===== config.mk =====
export PLATFORM = sky130hd
export DESIGN_NAME = signed_subtractor_pipe
export DESIGN_NICKNAME = d
export VERILOG_FILES = /design/src/rtl/signed_subtractor_pipe.sv
export SDC_FILE = /design/constraint.sdc
export NUM_CORES = 1
export LEC_CHECK = 0
export BUFFER_PORTS_ARGS = -buffer_cell sky130_fd_sc_hd__buf_4
export CAP_MARGIN = 30
export CORE_MARGIN = 1.5
export CORE_UTILIZATION = 49
export DETAILED_ROUTE_END_ITERATION = 10
export PLACE_DENSITY = 0.74
export RECOVER_POWER = 100
export SLEW_MARGIN = 25
export SYNTH_ARGS = -nofsm -noshare
export SYNTH_HDL_FRONTEND = slang
export SYNTH_SLANG_ARGS = --single-unit

===== constraint.sdc =====
create_clock -name clk -period 3.1 [get_ports clk]
set_input_delay 0.62 -clock clk [delete_from_list [all_inputs] [get_ports clk]]
set_output_delay 0.62 -clock clk [all_outputs]
set_load 0.1 [all_outputs]

===== src/rtl/signed_subtractor_pipe.sv =====
// signed_subtractor_pipe
//   Two-stage valid/ready pipeline computing the saturated two's-complement
//   difference a - b. It also tracks saturation events with sticky flags and a
//   saturating event counter.
//
// Ports
//   clk        : clock, rising-edge active
//   rst_n      : asynchronous active-low reset
//   in_valid   : operands a/b are presented
//   in_ready   : block accepts operands this cycle (combinational from out_ready)
//   a, b       : signed minuend / subtrahend, N bits
//   out_valid  : result presented on diff/ov/uv
//   out_ready  : downstream accepts the result
//   diff       : saturated a - b, N bits
//   ov, uv     : current result saturated positive / negative
//   ov_sticky  : latched positive saturation
//   uv_sticky  : latched negative saturation
//   sat_cnt    : number of saturated results loaded into stage 2 (saturating)
//   sat_clr    : synchronous clear of sticky flags and sat_cnt
module signed_subtractor_pipe #(
    parameter int N  = 8,
    parameter int CW = 16
) (
    input  logic          clk,
    input  logic          rst_n,
    input  logic          in_valid,
    output logic          in_ready,
    input  logic [N-1:0]  a,
    input  logic [N-1:0]  b,
    output logic          out_valid,
    input  logic          out_ready,
    output logic [N-1:0]  diff,
    output logic          ov,
    output logic          uv,
    output logic          ov_sticky,
    output logic          uv_sticky,
    output logic [CW-1:0] sat_cnt,
    input  logic          sat_clr
);

    localparam logic [N-1:0]  MAX_POS = {1'b0, {(N-1){1'b1}}};
    localparam logic [N-1:0]  MIN_NEG = {1'b1, {(N-1){1'b0}}};
    localparam logic [CW-1:0] CNT_ONE = CW'(1);

    logic          s1_valid;
    logic [N-1:0]  s1_a;
    logic [N-1:0]  s1_b;
    logic          s1_en;
    logic          s2_en;
    logic [N:0]    ext;
    logic          ext_ov;
    logic          ext_uv;
    logic [N-1:0]  sat_diff;
    logic          sat_load;

    assign s2_en    = !out_valid || out_ready;
    assign s1_en    = !s1_valid || s2_en;
    assign in_ready = s1_en;

    // One guard bit is enough: the two top bits disagree exactly when the
    // true difference falls outside the N-bit signed range.
    always_comb begin
        ext      = {s1_a[N-1], s1_a} - {s1_b[N-1], s1_b};
        ext_ov   = !ext[N] &&  ext[N-1];
        ext_uv   =  ext[N] && !ext[N-1];
        sat_diff = ext[N-1:0];
        if (ext_ov) begin
            sat_diff = MAX_POS;
        end else if (ext_uv) begin
            sat_diff = MIN_NEG;
        end
    end

    assign sat_load = s2_en && s1_valid && (ext_ov || ext_uv);

    // Stage 1: operand capture
    always_ff @(posedge clk or negedge rst_n) begin
        if (!rst_n) begin
            s1_valid <= 1'b0;
            s1_a     <= '0;
            s1_b     <= '0;
        end else if (s1_en) begin
            s1_valid <= in_valid;
            if (in_valid) begin
                s1_a <= a;
                s1_b <= b;
            end
        end
    end

    // Stage 2: result register; data only updates on a real result so a
    // bubble never disturbs the last presented value.
    always_ff @(posedge clk or negedge rst_n) begin
        if (!rst_n) begin
            out_valid <= 1'b0;
            diff      <= '0;
            ov        <= 1'b0;
            uv        <= 1'b0;
        end else if (s2_en) begin
            out_valid <= s1_valid;
            if (s1_valid) begin
                diff <= sat_diff;
                ov   <= ext_ov;
                uv   <= ext_uv;
            end
        end
    end

    // Saturation bookkeeping; a clear coinciding with a saturated load
    // still records that load.
    always_ff @(posedge clk or negedge rst_n) begin
        if (!rst_n) begin
            ov_sticky <= 1'b0;
            uv_sticky <= 1'b0;
            sat_cnt   <= '0;
        end else if (sat_clr) begin
            ov_sticky <= s2_en && s1_valid && ext_ov;
            uv_sticky <= s2_en && s1_valid && ext_uv;
            sat_cnt   <= sat_load ? CNT_ONE : '0;
        end else begin
            if (s2_en && s1_valid && ext_ov) ov_sticky <= 1'b1;
            if (s2_en && s1_valid && ext_uv) uv_sticky <= 1'b1;
            if (sat_load && (sat_cnt != '1)) sat_cnt <= sat_cnt + CNT_ONE;
        end
    end

endmodule


==> results by group, run 1 <==
Run status
  • Status: finished clean

Place
  • Placed cell count: 347
  • I/O Buffers: 50
  • Dpl ws: 0.0665 ns
  • Post-DP HPWL: 3560 um
  • Placer Congestion: 0.834

Yosys
  • Syn_nets: 266
  • Share of synthesized flip-flops with an asynchronous set or reset: 100%
  • Mapped cell area: 2460 sq um
  • Post-synth EDFFs: 0
  • Main synth FF type: dfrtp_1
  • Register area share after synthesis: 46.8%
  • FF+latch count, synth: 46
  • Post-Syn Area per Cell: 10.6 sq um
  • Yosys warnings: 0
  • Synth unique cells: 42
  • Cells after synthesis: 232

GRT
  • GRT Overall Usage: 18.8%
  • GR Util met3: 3.98%
  • Global-route wire length before repair: 7800 um
  • Vias in the first global route: 1714
  • Grt met2 use: 26.6%
  • GRT busiest layer: met1
  • Initial antenna violation count: 0
  • Total gr overflow: 0
  • Grt met1 use: 28.2%
  • Largest net degree at the start of global routing: 47

Layout
  • Share of layout cells above drive strength 1: 23.4%
  • Register Area: 1150 sq um
  • Number of antenna diodes: 0
  • Non-Filler Instances: 358
  • Fillers: 470
  • Layout overhead on the synthesized area: 19.7%
  • # nets final: 324
  • Footprint of the multi-input gates: 1260 sq um

Worst setup path
  • Reg2Reg Depth: 14
  • CP Class: register to register
  • WP buf/inv: 2
  • Crit path cell chain: inv_1, ha_2, fa_2, nand2b_4, a21oi_1, a211o_1, a31oi_2, inv_1, ha_1, and2b_4, nand3_1, nor3_1, nor2_1, a211oi_1
  • Worst r2r src: s1_a[0]$_DFFE_PN0P_
  • Worst setup startpoint: s1_a[0]$_DFFE_PN0P_
  • Arr. time, crit path: 3.18 ns
  • Number of stages on the worst setup path: 14
  • Reg2reg end: sat_cnt[14]$_DFFE_PN0P_
  • Critical Path Fanout Max: 4
  • CP max stage delay: 0.39 ns
  • CP endpoint kind: register
  • Required @ worst endpoint: 3.30 ns
  • Top cell by count, worst path: inv_1
  • Slowest CP cell: dfrtp_1
  • CP Launch Type: register
  • Crit path max-delay family: simple AND/OR/NAND/NOR gates
  • Reg2Reg Setup Slack: 0.12 ns
  • Setup crit end: sat_cnt[14]$_DFFE_PN0P_

CTS
  • Cts bufs inserted: 5
  • Clk slew on worst S/H paths: 0.09 ns
  • Worst-Skew Late Latency: 0.30 ns
  • # clock sinks: 46
  • Root buf cell: clkbuf_8
  • H-tree depth: 2
  • CTS tree: yes
  • CTS max path bufs: 2

Drt
  • DR pass1 iterations: 4
  • Drt wl/cell: 13.3 um
  • DRC violations left: 0
  • Via-to-Cell Ratio: 5.23
  • Antenna viol nets, final: 0
  • Via count: 1873
  • 1st-iter DRT viols: 98
  • Final WL: 4780 um

Die
  • Height of the die: 73.8 um
  • Std-Cell Rows: 25
  • Die area: 5450 sq um
  • Chip Width: 73.8 um
  • Core area: 4790 sq um
  • Number of I/O pins: 51
  • Starting Density: 51.4%

Timing
  • # setup viols final: 0
  • Final clock skew: 0.00685 ns
  • Final Hold Viols: 0
  • Slew Viols, Final: 0
  • Final period utilization: 96.0%
  • Period minus WS final: 2.98 ns
  • Hold_ws: 0.480 ns
  • Total negative slack: 0 ns
  • RSZ-0062 raised after global routing: true
  • Max Clock Freq: 336 MHz
  • Max transition margin: 20.4%
  • Final setup margin: 0.124 ns
  • Worst Tran Pin Value: 1.20 ns

Run
  • Number of max-cap violations: 0

Power
  • Max VDD drop: 0.463 mV
  • Leakage power: 1.32 nW
  • Pwr Density: 830 nW/um^2

Hold path
  • Hold Crit Class: register to register
-- Yosys cell counts, types with 2 or more instances --
| cell type | instances | area [sq um] |
|---|---|---|
| a31oi_1 | 2 | 12.5 |
| mux2i_1 | 3 | 30.0 |
| nand2_1 | 22 | 82.6 |
| dfrtp_1 | 46 | 1150 |
| nor2_1 | 21 | 78.8 |
| o2111ai_1 | 3 | 26.3 |
| and3_4 | 3 | 33.8 |
| nand3_1 | 9 | 45.0 |
| and2_1 | 2 | 12.5 |
| nor3_1 | 7 | 35.0 |
| or4_1 | 2 | 15.0 |
| o211ai_1 | 6 | 45.0 |
| nand2b_1 | 4 | 25.0 |
| xor2_1 | 7 | 61.3 |
| o21ai_0 | 10 | 50.1 |
| inv_1 | 14 | 52.6 |
| clkbuf_1 | 3 | 11.3 |
| nor2b_1 | 4 | 25.0 |
| ha_1 | 12 | 150 |
| and3_1 | 2 | 12.5 |
| mux2_2 | 18 | 203 |
| nand3b_1 | 3 | 22.5 |
| a21oi_1 | 5 | 25.0 |
| xnor2_1 | 6 | 52.6 |
-- layout by cell type (no fill, tap or decap), types with 6 or more instances in the layout --
| master | n |
|---|---|
| dfrtp_1 | 45 |
| clkbuf_1 | 29 |
| buf_4 | 25 |
| nand2_1 | 22 |
| nor2_1 | 21 |
| mux2_2 | 18 |
| inv_1 | 14 |
| ha_1 | 11 |
| o21ai_0 | 10 |
| nand3_1 | 9 |
| nor3_1 | 7 |
| xor2_1 | 7 |
| o211ai_1 | 6 |
| xnor2_1 | 6 |
| clkbuf_8 | 6 |
-- worst min-delay path: stages, from the launching register on --
cell and delay [ns]:
dfrtp_1 0.35, nand2_1 0.04, o21ai_0 0.06
-- routing by layer --
layer	vias to the layer above	wire, um
met4	0	16
met5	-	0
met2	45	2250
li1	939	-
met3	3	218
met1	886	2300
-- metrics by stage --
step	util, %	power, mW	instance area (sq um)
after CTS	63.0	2.52	3010
final	61.5	2.44	2940
after floorplan	-	1.83	2460
after global routing	61.5	2.57	2940
after global placement	61.0	2.11	2920
after detailed placement	61.0	2.13	2920
-- sequential cells by signal, indices dropped and copies added, names as in the netlist --
signal	cells
ov	1
ov_sticky	1
diff	8
sat_cnt	16
out_valid	1
s1_a	8
s1_b	8
s1_valid	1
uv	1
uv_sticky	1
-- power by group --
part / leakage [nW] / switching, mW / internal [mW]
logic: 0.695 / 0.972 / 0.297
clock network: 0.0472 / 0.200 / 0.179
registers: 0.578 / 0.0745 / 0.718
-- how the worst min path moves through the flow --
stage | start | end | slack [ns] | cells after the start
global placement | ov$_DFFE_PN0P_ | ov$_DFFE_PN0P_ | 0.46 | 2
detailed placement | diff[2]$_DFFE_PN0P_ | diff[2]$_DFFE_PN0P_ | 0.47 | 2
finish | diff[2]$_DFFE_PN0P_ | diff[2]$_DFFE_PN0P_ | 0.48 | 2
floorplan | rst_n | diff[0]$_DFFE_PN0P_ | 0.32 | 0
CTS | rst_n | s1_valid$_DFFE_PN0N_ | 0.32 | 1
global route | diff[2]$_DFFE_PN0P_ | diff[2]$_DFFE_PN0P_ | 0.51 | 2
-- final cells by class --
class / instances / area share, %
sequential: 46 / 39.2
clock buffer: 6 / 2.81
multi-input combinational: 168 / 42.7
clock inverter: 2 / 0.425
tap: 67 / 2.85
timing repair buffer: 55 / 10.2
inverter: 14 / 1.79
-- logic make-up after synthesis --
group,Yosys count,synth area share (%)
muxes,21,9.47
and+or+nand+nor,89,20.5
xor gates and xnor gates,13,4.63
buffers and inverters,18,2.80
adders and majority gates,13,6.92
AOI/OAI and AO/OA,32,8.86
DFF,46,46.8
-- what timing repair did --
item | in CTS | in global routing
gates resized for setup | 0 | 4
endpoints found under the setup margin | 0 | 6
hold buffers | 0 | 0
setup buffers | 0 | 3
No activity file was read; power rests on OpenSTA's default activity.
==> run 2: changes to the inputs <==
--- a/config.mk
+++ b/config.mk
@@ -5,12 +5,13 @@
 export SDC_FILE = /design/constraint.sdc
 export NUM_CORES = 1
 export LEC_CHECK = 0
-export BUFFER_PORTS_ARGS = -buffer_cell sky130_fd_sc_hd__buf_4
+export ABC_AREA = 1
+export BUFFER_PORTS_ARGS = -buffer_cell sky130_fd_sc_hd__buf_2
 export CAP_MARGIN = 30
 export CORE_MARGIN = 1.5
-export CORE_UTILIZATION = 49
+export CORE_UTILIZATION = 50
 export DETAILED_ROUTE_END_ITERATION = 10
-export PLACE_DENSITY = 0.74
+export PLACE_DENSITY = 0.76
 export RECOVER_POWER = 100
 export SLEW_MARGIN = 25
 export SYNTH_ARGS = -nofsm -noshare
==> results by group, run 2 <==
Run status
  • Status: complete, but fails checks
  • Failing checks: capacitance limit, slew limit

CTS
  • Clk slew on worst S/H paths: 0.08 ns (about the same)
  • CTS tree: yes
  • H-tree depth: 2 (unchanged)
  • Root buf cell: clkbuf_8
  • # clock sinks: 46 (unchanged)
  • CTS max path bufs: 2 (unchanged)
  • Worst-Skew Late Latency: 0.29 ns (about the same)
  • Hold-fix buffers, CTS: 0 (unchanged)
  • Cts bufs inserted: 5 (unchanged)

Worst setup path
  • Crit path cell chain: ha_1, nand2_1, o21ai_0, nand4_1, nand2_1, nand2_1, nand2_1, ha_1, or2_0, nor2_4, buf_4, nand4_1, nand2_1
  • Worst r2r src: s1_a[2]$_DFFE_PN0P_
  • CP Launch Type: register
  • Crit path max-delay family: simple AND/OR/NAND/NOR gates
  • Required @ worst endpoint: 3.33 ns (+0.03 ns)
  • Worst setup startpoint: s1_a[2]$_DFFE_PN0P_
  • Critical Path Fanout Max: 10 (+6)
  • CP max stage delay: 0.40 ns (about the same)
  • WP buf/inv: 1 (-1)
  • Top cell by count, worst path: nand2_1
  • CP endpoint kind: register
  • Arr. time, crit path: 3.03 ns (-0.15 ns)
  • Slowest CP cell: dfrtp_1
  • CP Class: register to register

Yosys
  • Cells after synthesis: 332 (+43%)
  • Syn_nets: 366 (+38%)
  • Biggest area consumer among synthesized cells: dfrtp_1
  • Largest cells by area after synthesis: dfrtp_1 (44%), nand2_1 (16%), ha_1 (5.7%), nor2_1 (4.7%), inv_1 (4.5%)
  • Most numerous cell in the Yosys netlist: nand2_1
  • Synth top cells by count: nand2_1 (111), dfrtp_1 (46), nor2_1 (33)
  • Share of synthesized flip-flops with an asynchronous set or reset: 100% (unchanged)
  • Post-synth EDFFs: 0 (unchanged)
  • Register area share after synthesis: 43.5% (-3.3 points)
  • Yosys warnings: 0 (unchanged)
  • Main synth FF type: dfrtp_1
  • Post-Syn Area per Cell: 7.97 sq um (-25%)
  • Mapped cell area: 2650 sq um (+7.6%)
  • Synth unique cells: 28 (-33%)
  • Synth top area share: 43.5% (-3.3 points)
  • FF+latch count, synth: 46 (unchanged)

Timing
  • Max Clock Freq: 357 MHz (+6.4%)
  • # setup viols final: 0 (unchanged)
  • Total negative slack: 0 ns (unchanged)
  • Final clock skew: 0.00719 ns (+0.000333 ns)
  • Final period utilization: 90.2% (-5.7 points)
  • Final Hold Viols: 0 (unchanged)
  • Hold_ws: 0.414 ns (-0.0662 ns)
  • Period minus WS final: 2.80 ns (-0.178 ns)
  • Max transition margin: -11.0% (-31 points)
  • Final setup margin: 0.302 ns (+0.178 ns)
  • RSZ-0062 raised after global routing: false
  • Slew Viols, Final: 32 (+32)
  • Worst Tran Pin Value: 1.66 ns (+0.465 ns)

Drt
  • DR pass1 iterations: 4 (unchanged)
  • Antenna viol nets, final: 0 (unchanged)
  • Via count: 2314 (+24%)
  • Drt wl/cell: 12.2 um (-8.9%)
  • Final WL: 5570 um (+17%)
  • 1st-iter DRT viols: 110 (+12%)
  • DRC violations left: 0 (unchanged)
  • Via-to-Cell Ratio: 5.05 (-3.4%)

Layout
  • Most frequent cells in the layout: nand2_1 (112), dfrtp_1 (46), nor2_1 (33), clkbuf_1 (33), inv_1 (32)
  • Number of antenna diodes: 0 (unchanged)
  • Post-route cell area: 3020 sq um (+2.8%)
  • Most common cell after layout, fill and taps aside: nand2_1
  • Most flop-heavy register: sat_cnt
  • Share of layout cells above drive strength 1: 14.2% (-9.2 points)
  • # nets final: 421 (+30%)
  • Non-Filler Instances: 458 (+28%)
  • Max reg flops: 16 (unchanged)
  • Layout overhead on the synthesized area: 14.3%

Die
  • Std-Cell Rows: 26 (+4.0%)
  • Die area: 5740 sq um (+5.2%)
  • Starting Density: 51.8% (+0.42 points)
  • Number of I/O pins: 51 (unchanged)
  • Height of the die: 75.7 um (+2.6%)
  • Core area: 5110 sq um (+6.7%)
  • Chip Width: 75.7 um (+2.6%)

Place
  • I/O Buffers: 50 (unchanged)
  • Placed cell count: 448 (+29%)
  • Post-DP HPWL: 4130 um (+16%)
  • Placer Congestion: 0.832 (-0.28%)
  • DP Area: 2970 sq um (+1.8%)
  • Dpl ws: 0.162 ns (+0.0957 ns)

Power
  • Max VDD drop: 0.471 mV (+1.7%)
  • Pwr Density: 808 nW/um^2 (-2.6%)
  • Leakage power: 1.49 nW (+13%)

GRT
  • Total gr overflow: 0 (unchanged)
  • Largest net degree at the start of global routing: 32 (-32%)
  • Vias in the first global route: 2090 (+22%)
  • GRT Overall Usage: 21.0% (+2.2 points)
  • Global-route wire length before repair: 9090 um (+16%)
  • Initial antenna violation count: 0 (unchanged)

Run
  • Number of max-cap violations: 1 (+1)

Hold path
  • Hold Crit Class: input pin to async pin
[run 2: final timing paths]
check                                          to  slack [ns]  cells past startpoint
max                        sat_cnt[4]$_DFFE_PN0P_        0.30                     13
min                        sat_cnt[7]$_DFFE_PN0P_        0.41                      1
max reg2reg                sat_cnt[4]$_DFFE_PN0P_        0.30                     13
min reg2reg                   diff[7]$_DFFE_PN0P_        0.49                      2
max in group asynchronous     s1_b[4]$_DFFE_PN0P_        0.65                      2
min in group clk              diff[7]$_DFFE_PN0P_        0.49                      2
[run 2: stage by stage]
stage | utilization, % | total power, mW
6_report | 59.2 | 2.44
5_1_grt | 59.2 | 2.60
4_1_cts | 59.9 | 2.47
3_5_place_dp | 58.2 | 2.08
3_3_place_gp | 57.8 | 2.06
2_1_floorplan | - | 1.86
[run 2: what timing repair did]
action	in CTS	in global routing
gates resized for setup	0	1
buffers inserted	0	2
setup endpoints to repair	0	16
[run 2: final cells by class]
class	instances	area (sq um)
sequential	46	1150
fill	496	2080
multi-input combinational	247	1320
tap	70	87.6
clock inverter	1	5.00
timing repair buffer	54	250
clock buffer	7	86.3
inverter	33	124
[run 2: per-layer routing]
layer,part of all wire [%],track usage [%]
met1,45,25.4
met2,51,37.9
met3,3.2,3.57
met4,0.81,6.75
met5,0,0
[run 2: power breakdown]
part / switching [mW] / internal (mW) / leakage [nW]
logic: 1.02 / 0.251 / 0.864
clock network: 0.194 / 0.180 / 0.0482
registers: 0.0752 / 0.719 / 0.575
[run 2: cells by family (layout without fill, tap and decap cells)]
kind of cell	count (synthesis)	after routing	share of synthesized area [%]
AND/OR/NAND/NOR	193	193	32.7
flip-flops	46	46	43.5
buffers and inverters	39	95	6.39
XOR/XNOR	5	5	1.66
multiplexers	7	7	2.98
AO/OA/AOI/OAI	29	29	6.29
adder cells (fa/ha/maj)	13	13	6.43
[run 2: worst register-to-register path, stage by stage, from the launching register on]
cell and delay (ns):
dfrtp_1 0.40, ha_1 0.37, nand2_1 0.07, o21ai_0 0.35, nand4_1 0.23, nand2_1 0.15, nand2_1 0.06, nand2_1 0.06
ha_1 0.22, or2_0 0.29, nor2_4 0.14, buf_4 0.19, nand4_1 0.11, nand2_1 0.09
==> run 3: changes to the inputs <==
--- a/config.mk
+++ b/config.mk
@@ -11,7 +11,7 @@
 export CORE_MARGIN = 1.5
 export CORE_UTILIZATION = 50
 export DETAILED_ROUTE_END_ITERATION = 10
-export PLACE_DENSITY = 0.76
+export PLACE_DENSITY = 0.82
 export RECOVER_POWER = 100
 export SLEW_MARGIN = 25
 export SYNTH_ARGS = -nofsm -noshare
==> results by group, run 3 (synthesis gave the netlist of run 2 again) <==
Run status
  • Status: finished clean

GRT
  • Total gr overflow: 0 (unchanged)
  • Global-route wire length before repair: 8940 um (-1.7%)
  • Vias in the first global route: 2139 (+2.3%)
  • Largest net degree at the start of global routing: 27 (-16%)
  • Initial antenna violation count: 0 (unchanged)
  • GRT Overall Usage: 20.6% (-0.42 points)

Layout
  • # nets final: 419 (-0.48%)
  • Share of layout cells above drive strength 1: 12.4% (-1.7 points)
  • Most frequent cells in the layout: nand2_1 (118), dfrtp_1 (46), nor2_1 (33), clkbuf_1 (33), inv_1 (32)
  • Number of antenna diodes: 0 (unchanged)
  • Layout overhead on the synthesized area: 12.8%
  • Max reg flops: 16 (unchanged)
  • Most common cell after layout, fill and taps aside: nand2_1
  • Fillers: 516 (+4.0%)
  • Most flop-heavy register: sat_cnt
  • Post-route cell area: 2980 sq um (-1.3%)

Worst setup path
  • Crit path cell chain: ha_1, nand2_1, o21ai_0, nand4_1, nand2_1, nand2_1, nand2_1, ha_1, or2_4, nor2_4, nor2_8, nand2_1, nand2_1
  • Worst r2r src: s1_a[2]$_DFFE_PN0P_
  • Slowest CP cell: dfrtp_1
  • Top cell by count, worst path: nand2_1
  • CP Launch Type: register
  • CP Class: register to register
  • Reg2Reg Setup Slack: 0.23 ns (-0.07 ns)
  • Worst setup startpoint: s1_a[2]$_DFFE_PN0P_
  • Crit path max-delay family: simple AND/OR/NAND/NOR gates
  • CP max stage delay: 0.40 ns (about the same)
  • Number of stages on the worst setup path: 13 (unchanged)
  • Arr. time, crit path: 3.06 ns (+0.03 ns)
  • Critical Path Fanout Max: 16 (+6)
  • CP endpoint kind: register
  • Required @ worst endpoint: 3.29 ns (-0.04 ns)
  • Reg2reg end: sat_cnt[10]$_DFFE_PN0P_
  • Setup crit end: sat_cnt[10]$_DFFE_PN0P_
  • Reg2Reg Depth: 13 (unchanged)
  • WP buf/inv: 0 (-1)

Drt
  • Final WL: 5330 um (-4.3%)
  • Via count: 2289 (-1.1%)
  • DRC violations left: 0 (unchanged)
  • 1st-iter DRT viols: 102 (-7.3%)
  • Antenna viol nets, final: 0 (unchanged)
  • Drt wl/cell: 11.7 um (-3.9%)
  • Via-to-Cell Ratio: 5.02 (-0.65%)
  • DR pass1 iterations: 4 (unchanged)

Timing
  • Total negative slack: 0 ns (unchanged)
  • Final period utilization: 92.4% (+2.2 points)
  • Worst Tran Pin Value: 1.28 ns (-0.384 ns)
  • Max Clock Freq: 349 MHz (-2.4%)
  • Final Hold Viols: 0 (unchanged)
  • RSZ-0062 raised after global routing: false
  • Period minus WS final: 2.87 ns (+0.0678 ns)
  • Slew Viols, Final: 0 (-100%)
  • # setup viols final: 0 (unchanged)
  • Final clock skew: 0.00410 ns (-0.00309 ns)
  • Hold_ws: 0.485 ns (+0.0710 ns)
  • Max transition margin: 14.6% (+26 points)

Power
  • Max VDD drop: 0.539 mV (+14%)
  • Leakage power: 1.47 nW (-1.2%)
  • Pwr Density: 804 nW/um^2 (-0.53%)

Hold path
  • Hold Path Stages: 2
  • Hold Crit Class: register to register

Die
  • Std-Cell Rows: 26 (unchanged)
  • Number of I/O pins: 51 (unchanged)
  • Core area: 5110 sq um (unchanged)
  • Chip Width: 75.7 um (unchanged)
  • Die area: 5740 sq um (unchanged)
  • Height of the die: 75.7 um (unchanged)
  • Starting Density: 51.8% (unchanged)

Place
  • Post-DP HPWL: 4100 um (-0.53%)
  • Placer Congestion: 0.859 (+3.3%)
  • DP Area: 2980 sq um (+0.25%)
  • I/O Buffers: 50 (unchanged)

CTS
  • H-tree depth: 2 (unchanged)
  • CTS tree: yes
  • # clock sinks: 46 (unchanged)
  • Worst-Skew Late Latency: 0.30 ns (about the same)
  • Clk slew on worst S/H paths: 0.08 ns (about the same)
  • Root buf cell: clkbuf_8
  • Postcts setup bufs: 0 (unchanged)
  • Cts bufs inserted: 5 (unchanged)
  • CTS resizes: 0 (unchanged)
  • CTS max path bufs: 2 (unchanged)
  • Hold-fix buffers, CTS: 0 (unchanged)

Run
  • Number of max-cap violations: 0 (-1)
## run 3: layout make-up
type,instances,area (sq um),share of cell area [%]
multi-input cells,247,1310,43.8
flip-flops and latches,46,1150,38.6
repair buffers,52,223,7.46
inverters,33,124,4.15
well taps,70,87.6,2.94
clock buffers,7,86.3,2.89
clock inverters,1,5.00,0.168
## run 3: worst min-delay path by stage
stage,end,slack (ns),start
floorplan,diff[0]$_DFFE_PN0P_,0.32,rst_n
global placement,ov$_DFFE_PN0P_,0.46,ov$_DFFE_PN0P_
detailed placement,ov$_DFFE_PN0P_,0.47,ov$_DFFE_PN0P_
CTS,s1_b[0]$_DFFE_PN0P_,0.32,rst_n
global route,diff[7]$_DFFE_PN0P_,0.53,diff[7]$_DFFE_PN0P_
finish,uv$_DFFE_PN0P_,0.49,uv$_DFFE_PN0P_
## run 3: power breakdown
| group | internal [mW] | switching, mW | total [mW] | leakage [nW] |
|---|---|---|---|---|
| sequential | 0.719 | 0.0742 | 0.793 | 0.575 |
| combinational | 0.229 | 1.00 | 1.23 | 0.846 |
| clock | 0.180 | 0.193 | 0.373 | 0.0482 |
| total | 1.13 | 1.27 | 2.40 | 1.47 |
## run 3: metrics by stage
stage	utilization (%)	power, mW	instances	worst slack, ns
floorplan	-	1.86	332	0.347
detailed placement	58.3	2.08	448	0.202
global placement	57.8	2.06	447	0.284
global route	58.4	2.54	456	0.0139
finish	58.4	2.40	456	0.234
CTS	60.1	2.46	456	0.173
## run 3: per-layer routing
metal / global-route usage, % / up-vias / wire (um)
met5: 0 / - / 0
met4: 8.13 / 0 / 35
met3: 4.50 / 4 / 186
met2: 37.7 / 51 / 2840
met1: 23.2 / 1065 / 2270
li1: - / 1169 / -
## run 3: worst register-to-register path: stages, from the launching register on
cell	delay, ns
dfrtp_1	0.40
ha_1	0.36
nand2_1	0.07
o21ai_0	0.34
nand4_1	0.22
nand2_1	0.13
nand2_1	0.05
nand2_1	0.07
ha_1	0.23
or2_4	0.27
nor2_4	0.36
nor2_8	0.12
nand2_1	0.10
nand2_1	0.05
